`config.mk`:
```
export PLATFORM = sky130hd
export DESIGN_NAME = fetch_ctrl
export DESIGN_NICKNAME = d
export VERILOG_FILES = /design/src/rtl/fetch_ctrl.sv
export SDC_FILE = /design/constraint.sdc
export NUM_CORES = 1
export LEC_CHECK = 0
export CAP_MARGIN = 10
export CORE_ASPECT_RATIO = 0.5
export CORE_MARGIN = 4
export CORE_UTILIZATION = 50
export DETAILED_ROUTE_END_ITERATION = 6
export PLACE_DENSITY_LB_ADDON = 0.08
export SYNTH_ARGS = -nofsm -noshare
export SYNTH_HDL_FRONTEND = slang
export SYNTH_SLANG_ARGS = --single-unit
```
`constraint.sdc`:
```
create_clock -name clk -period 6.75 [get_ports clk]
set_input_delay 0.675 -clock clk [delete_from_list [all_inputs] [get_ports clk]]
set_output_delay 0.675 -clock clk [all_outputs]
set_load 0.01 [all_outputs]
```
`src/rtl/fetch_ctrl.sv`:
```
// ---------------------------------------------------------------------------
// fetch_ctrl
//
// Program-counter sequencer for a small instruction ROM. After a start pulse
// the controller walks the ROM from START_ADDR, following absolute or
// relative branches, holding on stall and stopping on halt.
//
// Optional feature macro: FETCH_CTRL_INSTR_CNT_EN
//   defined   -> instr_cnt is a saturating count of valid fetches,
//                cleared on every accepted start
//   undefined -> no counter register; instr_cnt is tied to zero
//
// Ports
//   clk          in   single clock, rising edge
//   reset        in   asynchronous, active-high reset
//   start        in   begin execution (honoured in IDLE/DONE only)
//   stall        in   hold prog_ctr this cycle
//   halt         in   end program (decoded from instruction at prog_ctr)
//   branch_en    in   take a branch this cycle
//   branch_abs   in   1 = absolute target, 0 = relative offset
//   target       in   absolute branch address [D-1:0]
//   offset       in   signed relative branch offset [7:0]
//   prog_ctr     out  registered ROM address [D-1:0]
//   fetch_valid  out  instruction at prog_ctr is live this cycle
//   busy         out  registered, high in RUN
//   done         out  registered, high in DONE
//   instr_cnt    out  valid-fetch count [15:0]
//
// States
//   IDLE | waiting for start after reset
//   RUN  | fetching; halt > stall > branch > sequential
//   DONE | program ended by halt; waiting for a restart
// ---------------------------------------------------------------------------
module fetch_ctrl #(
    parameter int           D          = 12,
    parameter logic [D-1:0] START_ADDR = '0
) (
    input  logic         clk,
    input  logic         reset,
    input  logic         start,
    input  logic         stall,
    input  logic         halt,
    input  logic         branch_en,
    input  logic         branch_abs,
    input  logic [D-1:0] target,
    input  logic [7:0]   offset,
    output logic [D-1:0] prog_ctr,
    output logic         fetch_valid,
    output logic         busy,
    output logic         done,
    output logic [15:0]  instr_cnt
);

    typedef enum logic [1:0] {
        IDLE = 2'd0,
        RUN  = 2'd1,
        DONE = 2'd2
    } state_t;

    state_t       state_q, state_d;
    logic [D-1:0] pc_q, pc_d;
    logic         busy_q, busy_d;
    logic         done_q, done_d;

    // Sign-extend (or truncate, for very narrow D) the relative offset so the
    // add below wraps naturally modulo 2^D.
    logic [D-1:0] off_ext;
    assign off_ext = D'($signed(offset));

    // Next-state decode. Strict priority inside RUN: halt, stall, branch,
    // sequential. A branch coincident with stall is simply dropped.
    always_comb begin
        state_d = state_q;
        pc_d    = pc_q;
        busy_d  = busy_q;
        done_d  = done_q;
        case (state_q)
            IDLE, DONE: begin
                if (start) begin
                    state_d = RUN;
                    pc_d    = START_ADDR;
                    busy_d  = 1'b1;
                    done_d  = 1'b0;
                end
            end
            RUN: begin
                if (halt) begin
                    state_d = DONE;
                    busy_d  = 1'b0;
                    done_d  = 1'b1;
                end else if (stall) begin
                    pc_d = pc_q;
                end else if (branch_en) begin
                    pc_d = branch_abs ? target : (pc_q + off_ext);
                end else begin
                    pc_d = pc_q + D'(1);
                end
            end
            default: begin
                state_d = IDLE;
                busy_d  = 1'b0;
                done_d  = 1'b0;
            end
        endcase
    end

    always_ff @(posedge clk or posedge reset) begin
        if (reset) begin
            state_q <= IDLE;
            pc_q    <= '0;
            busy_q  <= 1'b0;
            done_q  <= 1'b0;
        end else begin
            state_q <= state_d;
            pc_q    <= pc_d;
            busy_q  <= busy_d;
            done_q  <= done_d;
        end
    end

    assign prog_ctr    = pc_q;
    assign busy        = busy_q;
    assign done        = done_q;
    // state_q is forced to IDLE by reset, so this is low while reset is high.
    assign fetch_valid = (state_q == RUN) && !stall && !halt;

`ifdef FETCH_CTRL_INSTR_CNT_EN
    logic [15:0] cnt_q, cnt_d;
    logic        start_accept;

    // start is only honoured outside RUN, and fetch_valid is only high in
    // RUN, so clear and increment never coincide.
    assign start_accept = (state_q != RUN) && start;

    always_comb begin
        cnt_d = cnt_q;
        if (start_accept) begin
            cnt_d = 16'h0000;
        end else if (fetch_valid && (cnt_q != 16'hFFFF)) begin
            cnt_d = cnt_q + 16'd1;
        end
    end

    always_ff @(posedge clk or posedge reset) begin
        if (reset) begin
            cnt_q <= 16'h0000;
        end else begin
            cnt_q <= cnt_d;
        end
    end

    assign instr_cnt = cnt_q;
`else
    assign instr_cnt = 16'h0000;
`endif

endmodule
```
==> results of run 1 <==
==> layout make-up <==
cell class / count / area share [%]
clock inverters: 1 / 0.361
flip-flops and latches: 15 / 18.1
well taps: 40 / 2.41
multi-input cells: 179 / 55.2
inverters: 9 / 2.23
clock buffers: 3 / 1.99
repair buffers: 41 / 19.7
==> sequential cells by signal (all words and copies together) (netlist names) <==
register	count
prog_ctr	12
busy	1
state_q	1
done	1
==> cell usage in the layout (no fill, tap or decap), drive strengths merged, types with 3 or more instances in the layout <==
master         netlist  final
xor2                 3      3
a21o                 3      3
nand4                4      4
nor3                 4      4
a21oi               11     11
and3                 3      3
inv                  8      8
a31oi                4      4
nand2               26     26
dfrtp               15     15
o211ai               9      9
conb                 1     16
nor2                11     11
xnor2                8      8
clkbuf               4      3
ha                  12     12
clkdlybuf4s50        0     41
o21ai               28     28
nand3                4      4
==> through the flow <==
| stage | utilization (%) | power, W |
|---|---|---|
| detailed placement | 65.5 | 0.000306 |
| CTS | 67.0 | 0.000385 |
| floorplan | - | 0.000247 |
| global route | 67.0 | 0.000412 |
| global placement | 65.5 | 0.000303 |
| finish | 67.0 | 0.000383 |
==> critical path: cells and delay by family <==
family | cells | cell delay, ns
AND/OR/NAND/NOR | 2 | 0.73
buffers and inverters | 3 | 1.09
==> kinds of logic after synthesis <==
| logic type | share of synthesized area, % |
|---|---|
| and+or+nand+nor | 18.8 |
| buffers and inverters | 12.5 |
| AOI/OAI and AO/OA | 27.6 |
| DFF | 22.4 |
| xor gates and xnor gates | 5.75 |
| adders and majority gates | 10.2 |
| muxes | 2.54 |
| other | 0.224 |
==> routing by layer <==
metal / part of all wire (%) / wire length [microns] / GRT usage, %
met3: 7.4 / 301 / 3.85
met5: 0 / 0 / 0
met1: 48 / 1950 / 25.0
met4: 0.52 / 21 / 3.81
met2: 44 / 1790 / 29.4
==> synth_stat cells, types with 2 or more instances <==
cell type   n  area share, %
and2_1      2           0.75
o21ai_2     2            1.0
nor3_1      4            1.2
xnor2_1     8            4.2
mux2_2      2            1.3
buf_6       2            1.3
nor2b_1     2           0.75
a31o_2      2            1.0
nand2b_1    2           0.75
xor2_1      3            1.6
nor2_1     11            2.5
a21oi_2     2            1.0
or3b_1      2            1.0
a22oi_1     2           0.90
and3_1      3            1.1
o211ai_1    8            3.6
a31oi_1     4            1.5
inv_1       8            1.8
mux2i_1     2            1.2
o221ai_1    2            1.0
o21ai_1     3           0.90
a21o_1      3            1.3
nand4_1     4            1.5
ha_1       12            9.0
nand3_1     4            1.2
clkbuf_1    4           0.90
a211oi_1    2           0.90
nand2_1    26            5.8
o21ai_0    23            6.9
dfrtp_1    15             22
buf_4      16            7.2
a21oi_1     9            2.7
nor3b_1     2           0.90
==> how the worst min path moves through the flow <==
stage               start    endpoint  slack, ns
6_report       state_q[0]        busy       0.52
5_1_grt        state_q[0]        busy       0.54
4_1_cts        state_q[0]        busy       0.52
3_5_place_dp         busy        busy       0.51
3_3_place_gp         busy        busy       0.48
2_1_floorplan  state_q[0]  state_q[0]       0.46
==> power by group through the flow <==
stage                     combinational (W)  sequential (W)   clock, W
after CTS                          0.000179        0.000127  0.0000789
final                              0.000179        0.000127  0.0000772
after detailed placement           0.000178        0.000128          0
after global placement             0.000175        0.000128          0
after global routing               0.000199        0.000129  0.0000836
after floorplan                    0.000118        0.000129          0
==> results.json, run 1 <==
{
  "outcome": "finished clean",
  "r2r_slack_ns": 4.29,
  "h-tree-depth": 1,
  "crit_path_end": "fetch_valid",
  "port_buffers": 41,
  "rr_startpoint": "prog_ctr[0]",
  "die_y_microns": 48.9,
  "finalCritPeriodShare_pct": 47.1,
  "postCtsHoldBufs": 0,
  "grt_use_total_pct": 18.1,
  "num_vias": 1609,
  "rows": 14,
  "netSwitchingPower_w": 0.000148,
  "synthArstFlopShare_pct": 100,
  "cts.sinks": 15,
  "start_util_pct": 54.0,
  "syn2layout_area_growth_pct": 24.0,
  "max_freq_mhz": 314,
  "leakage_nw": 0.891,
  "pwr-share-comb_pct": 46.8,
  "routabilityCongestion": 0.872,
  "fin_skew_ns": 0.0108,
  "wirelength_mm": 4.06,
  "antenna_cells": 0,
  "maxCapViolations": 0,
  "n_fill_cell": 267,
  "cts_setup_buffers": 0,
  "cp-end-kind": "output port",
  "final_cells": 288,
  "cts_buffer_depth": 2,
  "setup_violations": 0,
  "grt_pass1_wl_mm": 6.58,
  "ios": 58,
  "fin_area_sq_mm": 0.00208,
  "min_period_ns": 3.18,
  "synth_edf_count": 0,
  "worst_slack_ns": 3.57,
  "coreArea_sq_mm": 0.00310,
  "worst_pin_slew_ns": 0.815,
  "startpoint_type": "primary input",
  "maxSlewHeadroom_pct": 45.5,
  "drv_slew": 0,
  "post_cts_resized": 0,
  "dpl_worst_slack_ns": 3.56,
  "powerDensity_mw_per_mm2": 185,
  "yosysSeqAreaShare_pct": 22.4,
  "rsz0062_at_grt": "no",
  "cp_cell_sequence": "clkdlybuf4s50_1, or3b_1, or2_1, clkinv_8, clkdlybuf4s50_1",
  "hold_depth": 1,
  "antenna_found_initial": 0,
  "layout-drive-gt1-share_pct": 6.45,
  "slowest_delay_ns": 0.54,
  "ys_warn_count": 0,
  "via_per_inst": 5.59,
  "grt_max_degree": 26,
  "syn-cell-area_sq_mm": 0.00168,
  "critPathKind": "primary input to output port",
  "hold_path_class": "flip-flop to flip-flop",
  "crit_fanout": 9,
  "ir_worst_vdd_uv": 104,
  "ant_nets": 0,
  "hold_viol_final": 0,
  "timing.rr.end": "prog_ctr[6]",
  "crit_arrival_ns": 2.51,
  "p_int_w": 0.000235,
  "synth_top_flop_cell": "dfrtp_1",
  "drt_iter0_drc": 89,
  "remaining_drc_errors": 0,
  "crit_start": "halt",
  "tns_ns": 0,
  "syn_avg_cell_area_sq_um": 7.94,
  "worst_ep_required_time_ns": 6.07,
  "clkLatencyLatePin_ns": 0.26,
  "switching_share_pct": 38.6,
  "grt_pass1_vias": 1366,
  "seq_power_share_pct": 33.1,
  "final_nets": 289,
  "synth_cell_types": 48,
  "clk_pin_slew_ns": 0.07,
  "cts_root_buf": "clkbuf_8",
  "numCtsBuffers": 3,
  "chipWidth_microns": 89.9,
  "placed_area_sq_mm": 0.00203,
  "multiInputGateArea_sq_mm": 0.00115,
  "cp_common_cell": "clkdlybuf4s50_1",
  "dp_hpwl_mm": 3.28,
  "syn_inst": 211,
  "ff_latch_area_sq_um": 375,
  "ys_ff_latch": 15,
  "worstRegToRegCells": 8,
  "dieArea_sq_mm": 0.00440,
  "overflow": 0,
  "holdWs_ns": 0.517,
  "cts_tree": "built",
  "slowest_stage": "clkdlybuf4s50_1",
  "dpl.cell_count": 284,
  "drt_pass1_iterations": 4,
  "wl_per_cell_microns": 14.1,
  "p_clk_share_pct": 20.1
}
(Power assumes the default switching activity.)
==> inputs of run 2 (changes only) <==
--- a/config.mk
+++ b/config.mk
@@ -8,7 +8,7 @@
 export CAP_MARGIN = 10
 export CORE_ASPECT_RATIO = 0.5
 export CORE_MARGIN = 4
-export CORE_UTILIZATION = 50
+export CORE_UTILIZATION = 46
 export DETAILED_ROUTE_END_ITERATION = 6
 export PLACE_DENSITY_LB_ADDON = 0.08
 export SYNTH_ARGS = -nofsm -noshare
==> constraint.sdc (replaced) <==
create_clock -name clk -period 3.2 [get_ports clk]
set_input_delay 0.32 -clock clk [delete_from_list [all_inputs] [get_ports clk]]
set_output_delay 0.32 -clock clk [all_outputs]
set_load 0.01 [all_outputs]
==> run 2 against run 1 <==
  * Die area rose by 7.6%
  * Clock-buffer cell count rose by 1
  * First-iteration DRC count increased by 57%
  * Non-clock buffer count increased by 2
  * Combinational power up 110%
  * Worst setup slack worse by 2.9 ns
  * Sequential cell count unchanged
  * Sequential share of layout area shrank 0.21 points
  * Critical path type unchanged
  * Largest cell class unchanged
==> results.json, run 2 (synthesis gave the netlist of run 1 again) <==
{
  "hold_path_class": "primary input to async pin",
  "num_vias": 1621,
  "ios": 58,
  "wirelength_mm": 4.16,
  "drt_pass1_iterations": 4,
  "netSwitchingPower_w": 0.000306,
  "leakage_nw": 0.901,
  "startpoint_type": "primary input",
  "post_cts_resized": 0,
  "crit_arrival_ns": 2.18,
  "max_freq_mhz": 400,
  "final_cells": 301,
  "setup_violations": 0,
  "dpl.cell_count": 297,
  "r2r_slack_ns": 0.84,
  "clk_pin_slew_ns": 0.06,
  "maxSlewHeadroom_pct": 59.2,
  "crit_path_end": "fetch_valid",
  "numCtsBuffers": 3,
  "antenna_cells": 0,
  "syn2layout_area_growth_pct": 25.5,
  "powerDensity_mw_per_mm2": 383,
  "ir_worst_vdd_uv": 201,
  "grt_use_total_pct": 17.6,
  "via_per_inst": 5.39,
  "crit_start": "halt",
  "rsz0062_at_grt": "no",
  "h-tree-depth": 1,
  "p_clk_share_pct": 19.4,
  "die_y_microns": 50.7,
  "worstRegToRegCells": 8,
  "start_util_pct": 48.3,
  "rr_startpoint": "prog_ctr[0]",
  "clkLatencyLatePin_ns": 0.25,
  "postCtsHoldBufs": 0,
  "dp_hpwl_mm": 3.34,
  "n_fill_cell": 317,
  "seq_power_share_pct": 33.4,
  "port_buffers": 41,
  "routabilityCongestion": 0.844,
  "dieArea_sq_mm": 0.00473,
  "ant_nets": 0,
  "worst_pin_slew_ns": 0.611,
  "timing.rr.end": "prog_ctr[10]",
  "antenna_found_initial": 0,
  "cp-end-kind": "output port",
  "switching_share_pct": 38.0,
  "remaining_drc_errors": 0,
  "drv_slew": 0,
  "worst_ep_required_time_ns": 2.88,
  "outcome": "finished clean",
  "hold_viol_final": 0,
  "power_w": 0.000805,
  "coreArea_sq_mm": 0.00347,
  "crit_fanout": 9,
  "wl_per_cell_microns": 13.8,
  "tns_ns": 0,
  "cts_root_buf": "clkbuf_8",
  "pwr-share-comb_pct": 47.1,
  "cts.sinks": 15,
  "maxCapViolations": 0,
  "grt_max_degree": 19,
  "chipWidth_microns": 93.3,
  "final_common_cell": "clkdlybuf4s50_1",
  "finalCritPeriodShare_pct": 78.0,
  "min_period_ns": 2.50,
  "fin_skew_ns": 0.00196,
  "final_nets": 291,
  "grt_pass1_vias": 1432,
  "cts_setup_buffers": 0,
  "largest_reg_flops": 12,
  "critPathKind": "primary input to output port",
  "p_int_w": 0.000499,
  "layout-drive-gt1-share_pct": 6.80,
  "final_cell_mix": "41 x clkdlybuf4s50_1, 26 x nand2_1, 23 x o21ai_0",
  "cts_tree": "built",
  "overflow": 0,
  "cts_buffer_depth": 2,
  "grt_pass1_wl_mm": 6.71,
  "rows": 15,
  "drt_iter0_drc": 140
}
run 2: power groups by stage:
stage | Combinational [W] | Sequential [W] | Clock, W
2_1_floorplan | 0.000248 | 0.000272 | 0
3_3_place_gp | 0.000376 | 0.000270 | 0
3_5_place_dp | 0.000377 | 0.000271 | 0
4_1_cts | 0.000379 | 0.000268 | 0.000159
5_1_grt | 0.000422 | 0.000275 | 0.000170
6_report | 0.000379 | 0.000269 | 0.000156
run 2: how the worst min path moves through the flow:
| stage | depth (start not counted) | endpoint |
|---|---|---|
| global placement | 1 | busy |
| floorplan | 1 | busy |
| global route | 2 | prog_ctr[6] |
| CTS | 2 | done |
| detailed placement | 1 | busy |
| finish | 2 | done |
run 2: critical path: stages:
cell and delay (ns):
clkdlybuf4s50_1 0.43, or3b_1 0.39, or2_1 0.37, clkinv_8 0.13
clkdlybuf4s50_1 0.53
run 2: area by class of cell:
class / count / area (sq um) / share of cell area, %
sequential: 15 / 375 / 17.8
timing repair buffer: 43 / 425 / 20.2
inverter: 9 / 46.3 / 2.20
clock buffer: 4 / 45.0 / 2.14
multi-input combinational: 179 / 1150 / 54.6
tap: 51 / 63.8 / 3.03
run 2: layer usage:
metal	track usage (%)	routed length (microns)	vias up
li1	-	-	815
met1	26.0	2060	736
met2	27.3	1760	68
met4	1.95	9	0
met3	3.29	332	2
met5	0	0	-
run 2: per-stage QoR:
stage	setup slack, ns	area [sq um]	utilization, %	hold slack [ns]
final	0.703	2100	60.6	0.440
after global routing	0.613	2100	60.6	0.492
after CTS	0.704	2100	60.6	0.458
after detailed placement	0.558	2060	59.3	0.502
after global placement	0.621	2060	59.3	0.483
after floorplan	1.02	1730	-	0.221
==> inputs of run 3 (changes only) <==
==> constraint.sdc (replaced) <==
create_clock -name clk -period 2.3 [get_ports clk]
set_input_delay 0.23 -clock clk [delete_from_list [all_inputs] [get_ports clk]]
set_output_delay 0.23 -clock clk [all_outputs]
set_load 0.01 [all_outputs]
==> run 3 against run 2 <==
  * Worst hold slack worse by 0.10 ns
  * Global-route usage is 2.4 points higher
  * Sequential share of layout area is 1.5 points lower
  * Die area stayed put
  * First-iteration DRC count is 44% lower
  * Non-clock buffer count is 24 higher
  * Wire length is 12% higher
  * Utilization is 5.7 points higher
  * Critical path depth is 1 lower
==> results.json, run 3 (synthesis gave the netlist of run 1 again) <==
{
  "drv_slew": 0,
  "gr-usage-met2_pct": 34.1,
  "rows": 15,
  "cts_root_buf": "clkbuf_8",
  "numCtsBuffers": 3,
  "grt_max_degree": 19,
  "use_met1_pct": 27.3,
  "rsz0062_at_grt": "yes",
  "n_fill_cell": 321,
  "busiest_layer": "met2",
  "drt_iter0_drc": 79,
  "worst_ep_required_time_ns": 2.07,
  "slowest_delay_ns": 0.53,
  "start_util_pct": 48.3,
  "max_freq_mhz": 450,
  "grt_util_met3_pct": 3.44,
  "worstRegToRegCells": 8,
  "cts.sinks": 15,
  "crit_cells": 4,
  "worst_pin_slew_ns": 0.628,
  "antenna_cells": 0,
  "final_common_cell": "clkdlybuf4s50_1",
  "cp-end-kind": "output port",
  "layout-drive-gt1-share_pct": 16.4,
  "final_cell_mix": "41 x clkdlybuf4s50_1, 26 x nand2_1, 26 x buf_4",
  "clk_pin_slew_ns": 0.07,
  "finalCritPeriodShare_pct": 96.6,
  "drt_pass1_iterations": 4,
  "maxSlewHeadroom_pct": 58.2,
  "syn2layout_area_growth_pct": 37.3,
  "slowest_stage": "clkdlybuf4s50_1",
  "crit_buf_inv": 2,
  "finish.utilization_pct": 66.3,
  "cpLargestDelayFamily": "simple AND/OR/NAND/NOR gates",
  "ir_worst_vdd_uv": 324,
  "h-tree-depth": 1,
  "ant_nets": 0,
  "fin_skew_ns": 0.00391,
  "clkLatencyLatePin_ns": 0.25,
  "wirelength_mm": 4.65,
  "leakage_nw": 1.03,
  "cts_buffer_depth": 2,
  "coreArea_sq_mm": 0.00347,
  "outcome": "finished clean",
  "power_w": 0.00121,
  "dieArea_sq_mm": 0.00473,
  "dp_hpwl_mm": 3.84,
  "largest_reg_flops": 12,
  "powerDensity_mw_per_mm2": 525,
  "antenna_found_initial": 0,
  "cts_tree": "built",
  "cts_setup_buffers": 0,
  "crit_arrival_ns": 1.99,
  "remaining_drc_errors": 0,
  "wl_per_cell_microns": 14.3,
  "final_nets": 315,
  "die_y_microns": 50.7,
  "num_vias": 1727,
  "grt_use_total_pct": 20.0,
  "chipWidth_microns": 93.3,
  "ios": 58,
  "port_buffers": 41,
  "via_per_inst": 5.31,
  "maxCapViolations": 0,
  "critPathKind": "flip-flop to output port",
  "holdWs_ns": 0.340,
  "overflow": 0,
  "routabilityCongestion": 0.877,
  "min_period_ns": 2.22,
  "setup_violations": 0,
  "cp_cell_sequence": "or3b_1, or2_1, clkinv_8, clkdlybuf4s50_1",
  "grt_pass1_vias": 1655,
  "hold_viol_final": 0,
  "crit_fanout": 5,
  "grt_pass1_wl_mm": 7.55,
  "startpoint_type": "flip-flop",
  "hold_path_class": "primary input to async pin"
}
-- run 3: cell types whose count changed in the layout (fill, tap and decap cells not counted), sizes merged --
cell,before,now
buf,2,26
clkbuf,4,3
clkinv,1,2
-- run 3: path summary, 6_finish.rpt --
path,startpoint,to,slack [ns]
min in group clk,state_q[0],busy,0.51
worst max register to register,prog_ctr[0],prog_ctr[10],0.10
max in group asynchronous,reset,prog_ctr[8],1.57
worst max-delay path,done,fetch_valid,0.08
worst min register to register,state_q[0],busy,0.51
worst min-delay path,reset,done,0.34
-- run 3: per-layer routing --
layer,routed length (microns),share of wire [%]
met1,2250,48
met2,2070,44
met3,300,6.5
met4,27,0.58
met5,0,0
-- run 3: cell type report --
type                    instances  area [sq um]  area share (%)
clock buffers                   3          41.3            1.79
clock inverters                 1          5.00           0.218
inverters                       9          46.3            2.01
multi-input cells             179          1160            50.6
flip-flops and latches         15           375            16.3
well taps                      51          63.8            2.77
repair buffers                 67           606            26.3
-- run 3: repair_timing --
item / CTS / global route
setup endpoints to repair: 0 / 5
hold buffers: 0 / 0
resized for setup: 0 / 3
-- run 3: where the power goes --
group	total [W]	internal, W	switching [W]	leakage, nW
Sequential	0.000363	0.000306	0.0000566	0.200
Combinational	0.000626	0.000326	0.000300	0.800
Clock	0.000220	0.000120	0.0000999	0.0255
Total	0.00121	0.000752	0.000457	1.03
-- run 3: per-stage QoR --
| step | std cells | TNS, ns | instance area [sq um] | setup slack (ns) |
|---|---|---|---|---|
| floorplan | 226 | 0 | 1730 | 0.119 |
| global placement | 321 | -0.704 | 2240 | -0.159 |
| detailed placement | 321 | -0.908 | 2240 | -0.208 |
| CTS | 325 | 0 | 2280 | 0.0327 |
| global route | 325 | -0.00175 | 2300 | -0.00175 |
| finish | 325 | 0 | 2300 | 0.0783 |
